$ cat config.mk
export PLATFORM = sky130hd
export DESIGN_NAME = if_stage
export DESIGN_NICKNAME = d
export VERILOG_FILES = /design/src/rtl/if_pkg.sv /design/src/rtl/if_fifo.sv /design/src/rtl/if_stage.sv
export SDC_FILE = /design/constraint.sdc
export NUM_CORES = 1
export LEC_CHECK = 0
export CAP_MARGIN = 30
export CORE_UTILIZATION = 40
export CTS_BUF_LIST = sky130_fd_sc_hd__clkbuf_2
export DETAILED_ROUTE_END_ITERATION = 7
export GPL_TIMING_DRIVEN = 0
export PLACE_DENSITY_LB_ADDON = 0.3
export SLEW_MARGIN = 20
export SYNTH_ARGS = -nofsm -noshare
export SYNTH_HDL_FRONTEND = slang
export SYNTH_SLANG_ARGS = --single-unit
$ cat constraint.sdc
create_clock -name clk -period 6.4 [get_ports clk]
set_clock_uncertainty 0.1 [all_clocks]
set_input_delay 1.6 -clock clk [delete_from_list [all_inputs] [get_ports clk]]
set_output_delay 1.6 -clock clk [all_outputs]
set_load 0.02 [all_outputs]
$ cat src/rtl/if_pkg.sv
// -----------------------------------------------------------------------------
// if_pkg: shared types and constants for the instruction-fetch stage.
//   XLEN         : architectural word width
//   NOP_INSTR    : instruction presented when no valid fetch is available
//   IF_RESET_PC  : default fetch PC after reset
//   if_entry_t   : prefetch queue payload {pc, instr}
//   word_align() : clears the byte offset of an address
// -----------------------------------------------------------------------------
package if_pkg;

    localparam int unsigned XLEN = 32;

    localparam logic [XLEN-1:0] NOP_INSTR   = 32'h0000_0000;
    localparam logic [XLEN-1:0] IF_RESET_PC = 32'h0000_0000;

    typedef struct packed {
        logic [XLEN-1:0] pc;
        logic [XLEN-1:0] instr;
    } if_entry_t;

    function automatic logic [XLEN-1:0] word_align(input logic [XLEN-1:0] addr);
        return {addr[XLEN-1:2], 2'b00};
    endfunction

endpackage

$ cat src/rtl/if_fifo.sv
// -----------------------------------------------------------------------------
// if_fifo: prefetch queue for the fetch stage, DEPTH entries of if_entry_t.
//   clk, rst_n : clock, asynchronous active-low reset
//   push       : write push_data at the tail
//   pop        : retire the head entry
//   flush      : empty the queue (wins over push/pop)
//   push_data  : entry to write
//   head       : current head entry (undefined content when empty)
//   full/empty : occupancy flags
//   count      : current occupancy
// DEPTH must be a power of two so the pointers wrap naturally.
// -----------------------------------------------------------------------------
module if_fifo
    import if_pkg::*;
#(
    parameter int unsigned  DEPTH = 2,
    localparam int unsigned CNT_W = $clog2(DEPTH + 1)
) (
    input  logic             clk,
    input  logic             rst_n,
    input  logic             push,
    input  logic             pop,
    input  logic             flush,
    input  if_entry_t        push_data,
    output if_entry_t        head,
    output logic             full,
    output logic             empty,
    output logic [CNT_W-1:0] count
);

    localparam int unsigned PTR_W = $clog2(DEPTH);

    logic [PTR_W-1:0] wr_ptr_q, wr_ptr_d;
    logic [PTR_W-1:0] rd_ptr_q, rd_ptr_d;
    logic [CNT_W-1:0] count_q, count_d;
    if_entry_t        mem_q [DEPTH];
    if_entry_t        mem_d [DEPTH];
    logic             do_push, do_pop;

    // Occupancy flags, guarded push/pop and next-state.
    always_comb begin
        full     = (count_q == CNT_W'(DEPTH));
        empty    = (count_q == '0);
        do_pop   = pop && !empty;
        do_push  = push && (!full || do_pop);

        wr_ptr_d = wr_ptr_q;
        rd_ptr_d = rd_ptr_q;
        count_d  = count_q;
        mem_d    = mem_q;

        if (flush) begin
            wr_ptr_d = '0;
            rd_ptr_d = '0;
            count_d  = '0;
        end else begin
            if (do_push) begin
                mem_d[wr_ptr_q] = push_data;
                wr_ptr_d        = wr_ptr_q + PTR_W'(1);
            end
            if (do_pop) begin
                rd_ptr_d = rd_ptr_q + PTR_W'(1);
            end
            if (do_push && !do_pop) begin
                count_d = count_q + CNT_W'(1);
            end else if (do_pop && !do_push) begin
                count_d = count_q - CNT_W'(1);
            end
        end
    end

    // Queue state registers.
    always_ff @(posedge clk or negedge rst_n) begin
        if (!rst_n) begin
            wr_ptr_q <= '0;
            rd_ptr_q <= '0;
            count_q  <= '0;
            for (int unsigned i = 0; i < DEPTH; i++) begin
                mem_q[i] <= '0;
            end
        end else begin
            wr_ptr_q <= wr_ptr_d;
            rd_ptr_q <= rd_ptr_d;
            count_q  <= count_d;
            mem_q    <= mem_d;
        end
    end

    assign head  = mem_q[rd_ptr_q];
    assign count = count_q;

endmodule

$ cat src/rtl/if_stage.sv
// -----------------------------------------------------------------------------
// if_stage: instruction-fetch stage with a small prefetch queue.
//   Parameters : RESET_PC (fetch PC after reset), QDEPTH (queue entries, 2 or 4)
//   clk, rst_n           : clock, asynchronous active-low reset
//   stall                : downstream holds IF/ID, head is not popped
//   redirect/redirect_pc : taken branch/jump, flushes and restarts fetch
//   imem_req/imem_addr   : memory request and word address
//   imem_gnt             : request accepted this cycle
//   imem_rvalid/rdata    : in-order read response
//   if_valid/pc_out/instr_out : presented instruction (NOP/0 when invalid)
// Build option: define IF_BYPASS_EN to forward a response straight to the
// outputs when the queue is empty (one cycle less fetch latency).
// -----------------------------------------------------------------------------
module if_stage
    import if_pkg::*;
#(
    parameter logic [31:0] RESET_PC = IF_RESET_PC,
    parameter int unsigned QDEPTH   = 2
) (
    input  logic        clk,
    input  logic        rst_n,
    input  logic        stall,
    input  logic        redirect,
    input  logic [31:0] redirect_pc,
    output logic        imem_req,
    output logic [31:0] imem_addr,
    input  logic        imem_gnt,
    input  logic        imem_rvalid,
    input  logic [31:0] imem_rdata,
    output logic        if_valid,
    output logic [31:0] pc_out,
    output logic [31:0] instr_out
);

    // Counters hold up to 2*QDEPTH: live requests plus responses still to drop.
    localparam int unsigned CNT_W = $clog2(2 * QDEPTH + 1);
    localparam int unsigned OCC_W = $clog2(QDEPTH + 1);

    logic [31:0]      fpc_q, fpc_d;
    logic [31:0]      rpc_q, rpc_d;
    logic [CNT_W-1:0] outstanding_q, outstanding_d;
    logic [CNT_W-1:0] discard_q, discard_d;

    logic [CNT_W-1:0] occ_after_pop;
    logic [CNT_W-1:0] in_flight;
    logic [CNT_W-1:0] mem_pending;
    logic             grant;
    logic             rsp_keep;
    logic             rsp_drop;
    logic             byp_hit;

    logic             q_push, q_pop, q_full, q_empty;
    logic [OCC_W-1:0] q_count;
    if_entry_t        q_head, q_in;

    // Request generation and response classification.
    always_comb begin
        rsp_drop = imem_rvalid && (discard_q != '0);
        rsp_keep = rst_n && imem_rvalid && (discard_q == '0);
        q_pop    = !q_empty && !stall && !redirect;

        // A slot freed by this cycle's pop already counts as room, so a
        // steady stream with QDEPTH=2 can fetch every cycle.
        occ_after_pop = CNT_W'(q_count) - CNT_W'(q_pop);
        in_flight     = outstanding_q + occ_after_pop;
        mem_pending   = outstanding_q + discard_q;

        // The mem_pending bound keeps the discard counter from overflowing
        // across back-to-back redirects.
        imem_req  = rst_n && !redirect
                    && (in_flight < CNT_W'(QDEPTH))
                    && (mem_pending < CNT_W'(2 * QDEPTH));
        imem_addr = word_align(fpc_q);
        grant     = imem_req && imem_gnt;

        q_in.pc    = rpc_q;
        q_in.instr = imem_rdata;

`ifdef IF_BYPASS_EN
        // Empty queue and a live response: show it directly, keep it only
        // if the consumer is stalled.
        byp_hit = q_empty && rsp_keep && !redirect;
        q_push  = rsp_keep && !redirect && (!q_empty || stall) && (!q_full || q_pop);
`else
        byp_hit = 1'b0;
        q_push  = rsp_keep && !redirect && (!q_full || q_pop);
`endif
    end

    // Presented instruction; a redirect squashes it in the same cycle.
    always_comb begin
        if_valid  = 1'b0;
        pc_out    = '0;
        instr_out = NOP_INSTR;
        if (!redirect) begin
            if (!q_empty) begin
                if_valid  = 1'b1;
                pc_out    = q_head.pc;
                instr_out = q_head.instr;
            end else if (byp_hit) begin
                if_valid  = 1'b1;
                pc_out    = rpc_q;
                instr_out = imem_rdata;
            end
        end
    end

    // Fetch PC, response PC and request bookkeeping.
    always_comb begin
        fpc_d         = fpc_q;
        rpc_d         = rpc_q;
        outstanding_d = outstanding_q;
        discard_d     = discard_q;

        if (redirect) begin
            // Every request still in memory becomes a response to drop; a
            // response arriving right now is dropped as well.
            fpc_d         = word_align(redirect_pc);
            rpc_d         = word_align(redirect_pc);
            discard_d     = mem_pending - CNT_W'(imem_rvalid && (mem_pending != '0));
            outstanding_d = '0;
        end else begin
            if (grant) begin
                fpc_d = fpc_q + 32'd4;
            end
            // Responses return in grant order, so the next kept response
            // always belongs to rpc.
            if (rsp_keep) begin
                rpc_d = rpc_q + 32'd4;
            end
            if (rsp_drop) begin
                discard_d = discard_q - CNT_W'(1);
            end
            outstanding_d = outstanding_q + CNT_W'(grant) - CNT_W'(rsp_keep);
        end
    end

    // State registers.
    always_ff @(posedge clk or negedge rst_n) begin
        if (!rst_n) begin
            fpc_q         <= RESET_PC;
            rpc_q         <= word_align(RESET_PC);
            outstanding_q <= '0;
            discard_q     <= '0;
        end else begin
            fpc_q         <= fpc_d;
            rpc_q         <= rpc_d;
            outstanding_q <= outstanding_d;
            discard_q     <= discard_d;
        end
    end

    if_fifo #(
        .DEPTH (QDEPTH)
    ) u_fifo (
        .clk       (clk),
        .rst_n     (rst_n),
        .push      (q_push),
        .pop       (q_pop),
        .flush     (redirect),
        .push_data (q_in),
        .head      (q_head),
        .full      (q_full),
        .empty     (q_empty),
        .count     (q_count)
    );

endmodule

==> flow_summary.toml, run 1 <==
[sta]
period_share = 0.927
rsz0062_at_grt = "false"
maxSlewHeadroom = 0.350
setup_violations = 0
tightestPinTransition_ps = 966
max_freq_mhz = 169
finalMaxSlewViolations = 0
fin_crit_ps = 5930
holdWs_ps = 440
hold_viol = 0

[hold_path]
min_path_type = "flop to flop"
hp-start = "u_fifo.mem_q[51]"
min_to = "u_fifo.mem_q[51]"
hold_depth = 1

[yosys]
ys_ff_latch = 194
synthArstFlopShare = 1.00
ys_types = 62
ys_warn_count = 0
netlist_area_um2 = 9760
synthCells = 871
synth.avg_cell_area_um2 = 11.2
synth_edf_count = 0
synth_ff_type = "dfrtp_1"
synth_seq_area_share = 0.497

[detailed_routing]
drc = 0
wire_per_inst_um = 17.4
first_pass_iters = 5
drt-total-wl_um = 24200
ant_nets = 0
avgViaCountPerCell = 5.23
drtIter0Drc = 326
vias = 7281

[worst_setup_path]
cp.required_ps = 4700
r2r_slack_ps = 1860
start_kind = "input port"
reg2reg_depth = 19
end_kind = "output pin"
cp_max_fo = 10
critPathArrivalTime_ps = 4230
reg2reg_to = "outstanding_q[2]"
timing.rr.start = "u_fifo.count[0]"
crit_type = "input port to output pin"

[final_layout]
layout.cells.most_common = "dfrtp_1"
drive_gt1_frac = 0.188
nets = 1142
synthToLayoutAreaGrowth_pct = 24.3
layout_common_cells = "194 x dfrtp_1, 158 x clkdlybuf4s50_1, 129 x mux2_2, 81 x nor2_1, 63 x mux2i_1"

[floorplanning]
io_pins = 168
row_count = 56
start_util = 0.412
die_w_um = 158
die_h_um = 158
core_um2 = 23700
fp.dieArea_um2 = 25000

[grt]
grt_pass1_vias = 7151
grt_overflow_total = 0
grt_start_max_net_pins = 95
grt_antenna_before_repair = 2
grt.total_usage = 0.202
grt_pass1_wl_um = 38500

[clock_tree]
cts_tree = "built"
clkSlewWorstSetupHoldPaths_ps = 250
h-tree-depth = 4
cts-buffers-inserted = 17
max-clock-path-buffers = 2
cts_sinks = 194
clk_latency_ps = 780
clockRootBuffer = "clkbuf_2"

[power_and_ir_drop]
power.total_uw = 3240
ir_drop_mv = 0.121
powerDensity_nw_per_um2 = 267
leakagePower_uw = 0.00502

[run]
cap_violations = 0

[placed_design]
io_buffers = 161
hpwl_um = 17600
gp_congestion = 0.870

[outcome]
status = "finished clean"
-- layout make-up --
cell class                 instances  area (um2)
inverter                          32         123
sequential                       194        4850
timing repair buffer             165        1690
clock inverter                    14         150
antenna                            1        2.50
fill                            2210       11500
tap                              319         399
clock buffer                      18        90.1
multi-input combinational        600        4600
buffer                            48         230
-- cells by family (layout without fill, tap and decap cells) --
family	count (synthesis)	after routing	synth area share
XOR/XNOR	41	41	0.0376
AO/OA/AOI/OAI	109	109	0.0738
adder cells (fa/ha/maj)	14	14	0.0203
buffers and inverters	80	277	0.0349
flip-flops	194	194	0.497
AND/OR/NAND/NOR	239	239	0.121
other	1	5	0.000384
multiplexers	193	193	0.215
-- worst max-delay path by stage --
stage,start,cells after the start,to,slack (ps)
final,redirect,12,imem_req,470
after floorplan,redirect,10,imem_req,670
after CTS,redirect,12,imem_req,80
after global routing,redirect,12,imem_req,370
after global placement,rst_n,4,imem_req,-6270
after detailed placement,redirect,12,imem_req,-980
-- Yosys cell counts, drive strengths merged (4+ instances only) --
master	count	area [um2]
dfrtp	194	4850
mux2	130	1460
nor2	81	304
mux2i	63	631
nand2	58	218
o21ai	40	211
inv	32	120
xnor2	28	245
buf	25	134
clkbuf	23	86.3
a21oi	20	111
nand3	20	105
nand4	18	113
nor4	15	115
nor3	14	80.1
xor2	13	121
o31a	12	105
ha	11	138
o211ai	7	52.6
or3	7	48.8
and4	6	52.6
and2	5	31.3
a21o	4	30.0
a31oi	4	25.0
o31ai	4	30.0
-- critical path: stages --
cell and delay, ps:
clkdlybuf4s15_1 320, inv_4 130, o21ai_4 60, clkbuf_8 170
nor2_1 110, ha_1 240, nand2b_1 150, fa_1 410
xnor2_2 210, or3_4 390, a21oi_1 190, dlymetal6s2s_1 250
-- where the power goes --
group          leakage (uW)  switching, uW  total, uW  internal (uW)
clock              0.000144            437        625            188
combinational       0.00237            425        912            487
sequential          0.00250            196       1700           1510
total               0.00502           1060       3240           2180
-- what timing repair did --
item                                    CTS  global route
setup buffers                             2             0
resized for setup                         8             1
hold buffers                              0             0
endpoints found under the setup margin    1             1
cloned                                    0             0
-- state kept, by name, indices dropped and copies added (netlist names) --
| name | count |
|---|---|
| rpc_q | 30 |
| fpc_q | 30 |
| outstanding_q | 3 |
| discard_q | 3 |
| u_fifo.wr_ptr_q | 1 |
| u_fifo.rd_ptr_q | 1 |
| u_fifo.count | 2 |
| u_fifo.mem_q | 124 |
-- metrics by stage --
stage	instances	setup WS, ps	util	setup TNS, ps	cell area, um2
after floorplan	874	669	-	0	9770
after global placement	1354	-6270	0.498	-1945810	11800
after detailed placement	1356	-980	0.500	-2250	11800
after CTS	1390	84.9	0.512	0	12100
after global routing	1391	373	0.512	0	12100
final	1391	470	0.512	0	12100
-- per-layer routing --
metal | routed length, um | share of wire | up-vias | track usage
met3 | 1380 | 0.057 | 22 | 0.0367
met2 | 11000 | 0.46 | 220 | 0.316
met4 | 401 | 0.017 | 0 | 0.0600
met1 | 11300 | 0.47 | 3585 | 0.284
met5 | 0 | 0 | - | 0
li1 | - | - | 3454 | -
Power figures use the tool's default switching activity.
==> run 2, diff against run 1 <==
Settings changed: CTS_CLUSTER_SIZE set to 20, GPL_ROUTABILITY_DRIVEN set to 0, TNS_END_PERCENT set to 30.
==> results of run 2 <==
Same layout as run 1: the final DEF is identical, and so are final timing and power.
==> run 3, diff against run 2 <==
Settings changed: CORE_UTILIZATION 40 to 55.
==> run 3 against run 2 <==
- maximum frequency is 5.1% lower
- combinational power hardly changed
- final cell count is 7.0% lower
- clock power is 13% higher
- critical endpoint unchanged
==> flow_summary.toml, run 3 (synthesized netlist as in run 1, its figures left out) <==
[detailed_routing]
drt-total-wl_um = 22700
first_pass_iters = 5
avgViaCountPerCell = 5.71
wire_per_inst_um = 17.6
drtIter0Drc = 445
ant_nets = 0
drc = 0
vias = 7389

[final_layout]
n_antenna_cell = 0
layout.cells.most_common = "dfrtp_1"
nets = 1140
layout_common_cells = "194 x dfrtp_1, 158 x clkdlybuf4s50_1, 129 x mux2_2, 81 x nor2_1, 63 x mux2i_1"
reg.largest.list = "u_fifo.mem_q x124, fpc_q x30, rpc_q x30"
largest_register = "u_fifo.mem_q"
largest_reg_flops = 124
drive_gt1_frac = 0.187
synthToLayoutAreaGrowth_pct = 23.5
stdcell_count = 1293

[power_and_ir_drop]
powerDensity_nw_per_um2 = 276
leakagePower_uw = 0.00503
ir_drop_mv = 0.158
power.total_uw = 3320

[clock_tree]
max-clock-path-buffers = 2
cts_hold_buf = 0
cts_sinks = 194
clkSlewWorstSetupHoldPaths_ps = 220
h-tree-depth = 4
cts-buffers-inserted = 17
clockRootBuffer = "clkbuf_2"
post_cts_buffers = 0
clk_latency_ps = 760
cts_tree = "built"

[grt]
grt_start_max_net_pins = 94
grt_pass1_wl_um = 36700
grt_overflow_total = 0
grt.total_usage = 0.262
grt_pass1_vias = 7197
grt_antenna_before_repair = 0

[sta]
max_freq_mhz = 160
maxSlewHeadroom = 0.405
hold_viol = 0
worst_slack_ps = 151
setup_violations = 0
tightestPinTransition_ps = 885
period_share = 0.976
fin_crit_ps = 6250
rsz0062_at_grt = "false"
finalMaxSlewViolations = 0
setup_tns_ps = 0
holdWs_ps = 438

[placed_design]
io_buffers = 161
dp_slack_ps = -866
hpwl_um = 16500
place_inst = 1262

[outcome]
status = "finished clean"

[worst_setup_path]
critPathArrivalTime_ps = 4550
cp_max_fo = 10
start_kind = "input port"
end_kind = "output pin"
reg2reg_to = "outstanding_q[2]"
reg2reg_depth = 19
crit_type = "input port to output pin"
timing.rr.start = "u_fifo.count[0]"
cp.required_ps = 4700
crit_end = "imem_req"
r2r_slack_ps = 1590
startpoint = "redirect"

[run]
cap_violations = 0

[floorplanning]
die_w_um = 135
start_util = 0.564
io_pins = 168
core_um2 = 17300
row_count = 48
fp.dieArea_um2 = 18300
die_h_um = 135

[hold_path]
min_path_type = "flop to flop"
[run 3: critical path, cell delays in order]
cell and delay [ps]:
clkdlybuf4s15_1 320, inv_4 220, o21ai_4 160, clkbuf_8 210, nor2_1 130, ha_1 240
nand2b_1 150, fa_1 410, xnor2_2 200, or3_4 390, a21oi_1 220, clkdlybuf4s15_2 300
[run 3: how the worst min path moves through the flow]
stage | startpoint | endpoint | slack [ps] | cells after the start
detailed placement | u_fifo.mem_q[24] | u_fifo.mem_q[24] | 390 | 1
finish | u_fifo.mem_q[64] | u_fifo.mem_q[64] | 440 | 1
CTS | u_fifo.mem_q[20] | u_fifo.mem_q[20] | 440 | 1
global placement | u_fifo.mem_q[20] | u_fifo.mem_q[20] | 390 | 1
floorplan | u_fifo.mem_q[0] | u_fifo.mem_q[0] | 380 | 1
global route | u_fifo.mem_q[111] | u_fifo.mem_q[111] | 450 | 1
[run 3: repair_timing]
action                     in CTS  in global routing
gates cloned                    0                  0
setup endpoints to repair       1                  1
gates resized for setup         9                  2
[run 3: final cells by class]
cell class | count | area (um2)
Timing Repair Buffer | 163 | 1670
Tap cell | 225 | 282
Inverter | 32 | 123
Sequential cell | 194 | 4850
Multi-Input combinational cell | 600 | 4600
Clock inverter | 13 | 210
Clock buffer | 18 | 90.1
Fill cell | 1329 | 5240
Buffer | 48 | 230
[run 3: per-stage QoR]
step	cell area (um2)	util
after floorplan	9770	-
after global placement	11700	0.674
after detailed placement	11700	0.678
after CTS	12100	0.697
after global routing	12100	0.697
final	12100	0.697
[run 3: power breakdown]
group / internal (uW) / switching [uW] / total [uW]
Combinational: 487 / 422 / 909
Sequential: 1510 / 202 / 1710
Clock: 298 / 408 / 706
[run 3: metal layers]
layer / part of all wire / global-route usage
met1: 0.44 / 0.364
met2: 0.47 / 0.411
met3: 0.073 / 0.0584
met4: 0.016 / 0.0799
met5: 0 / 0
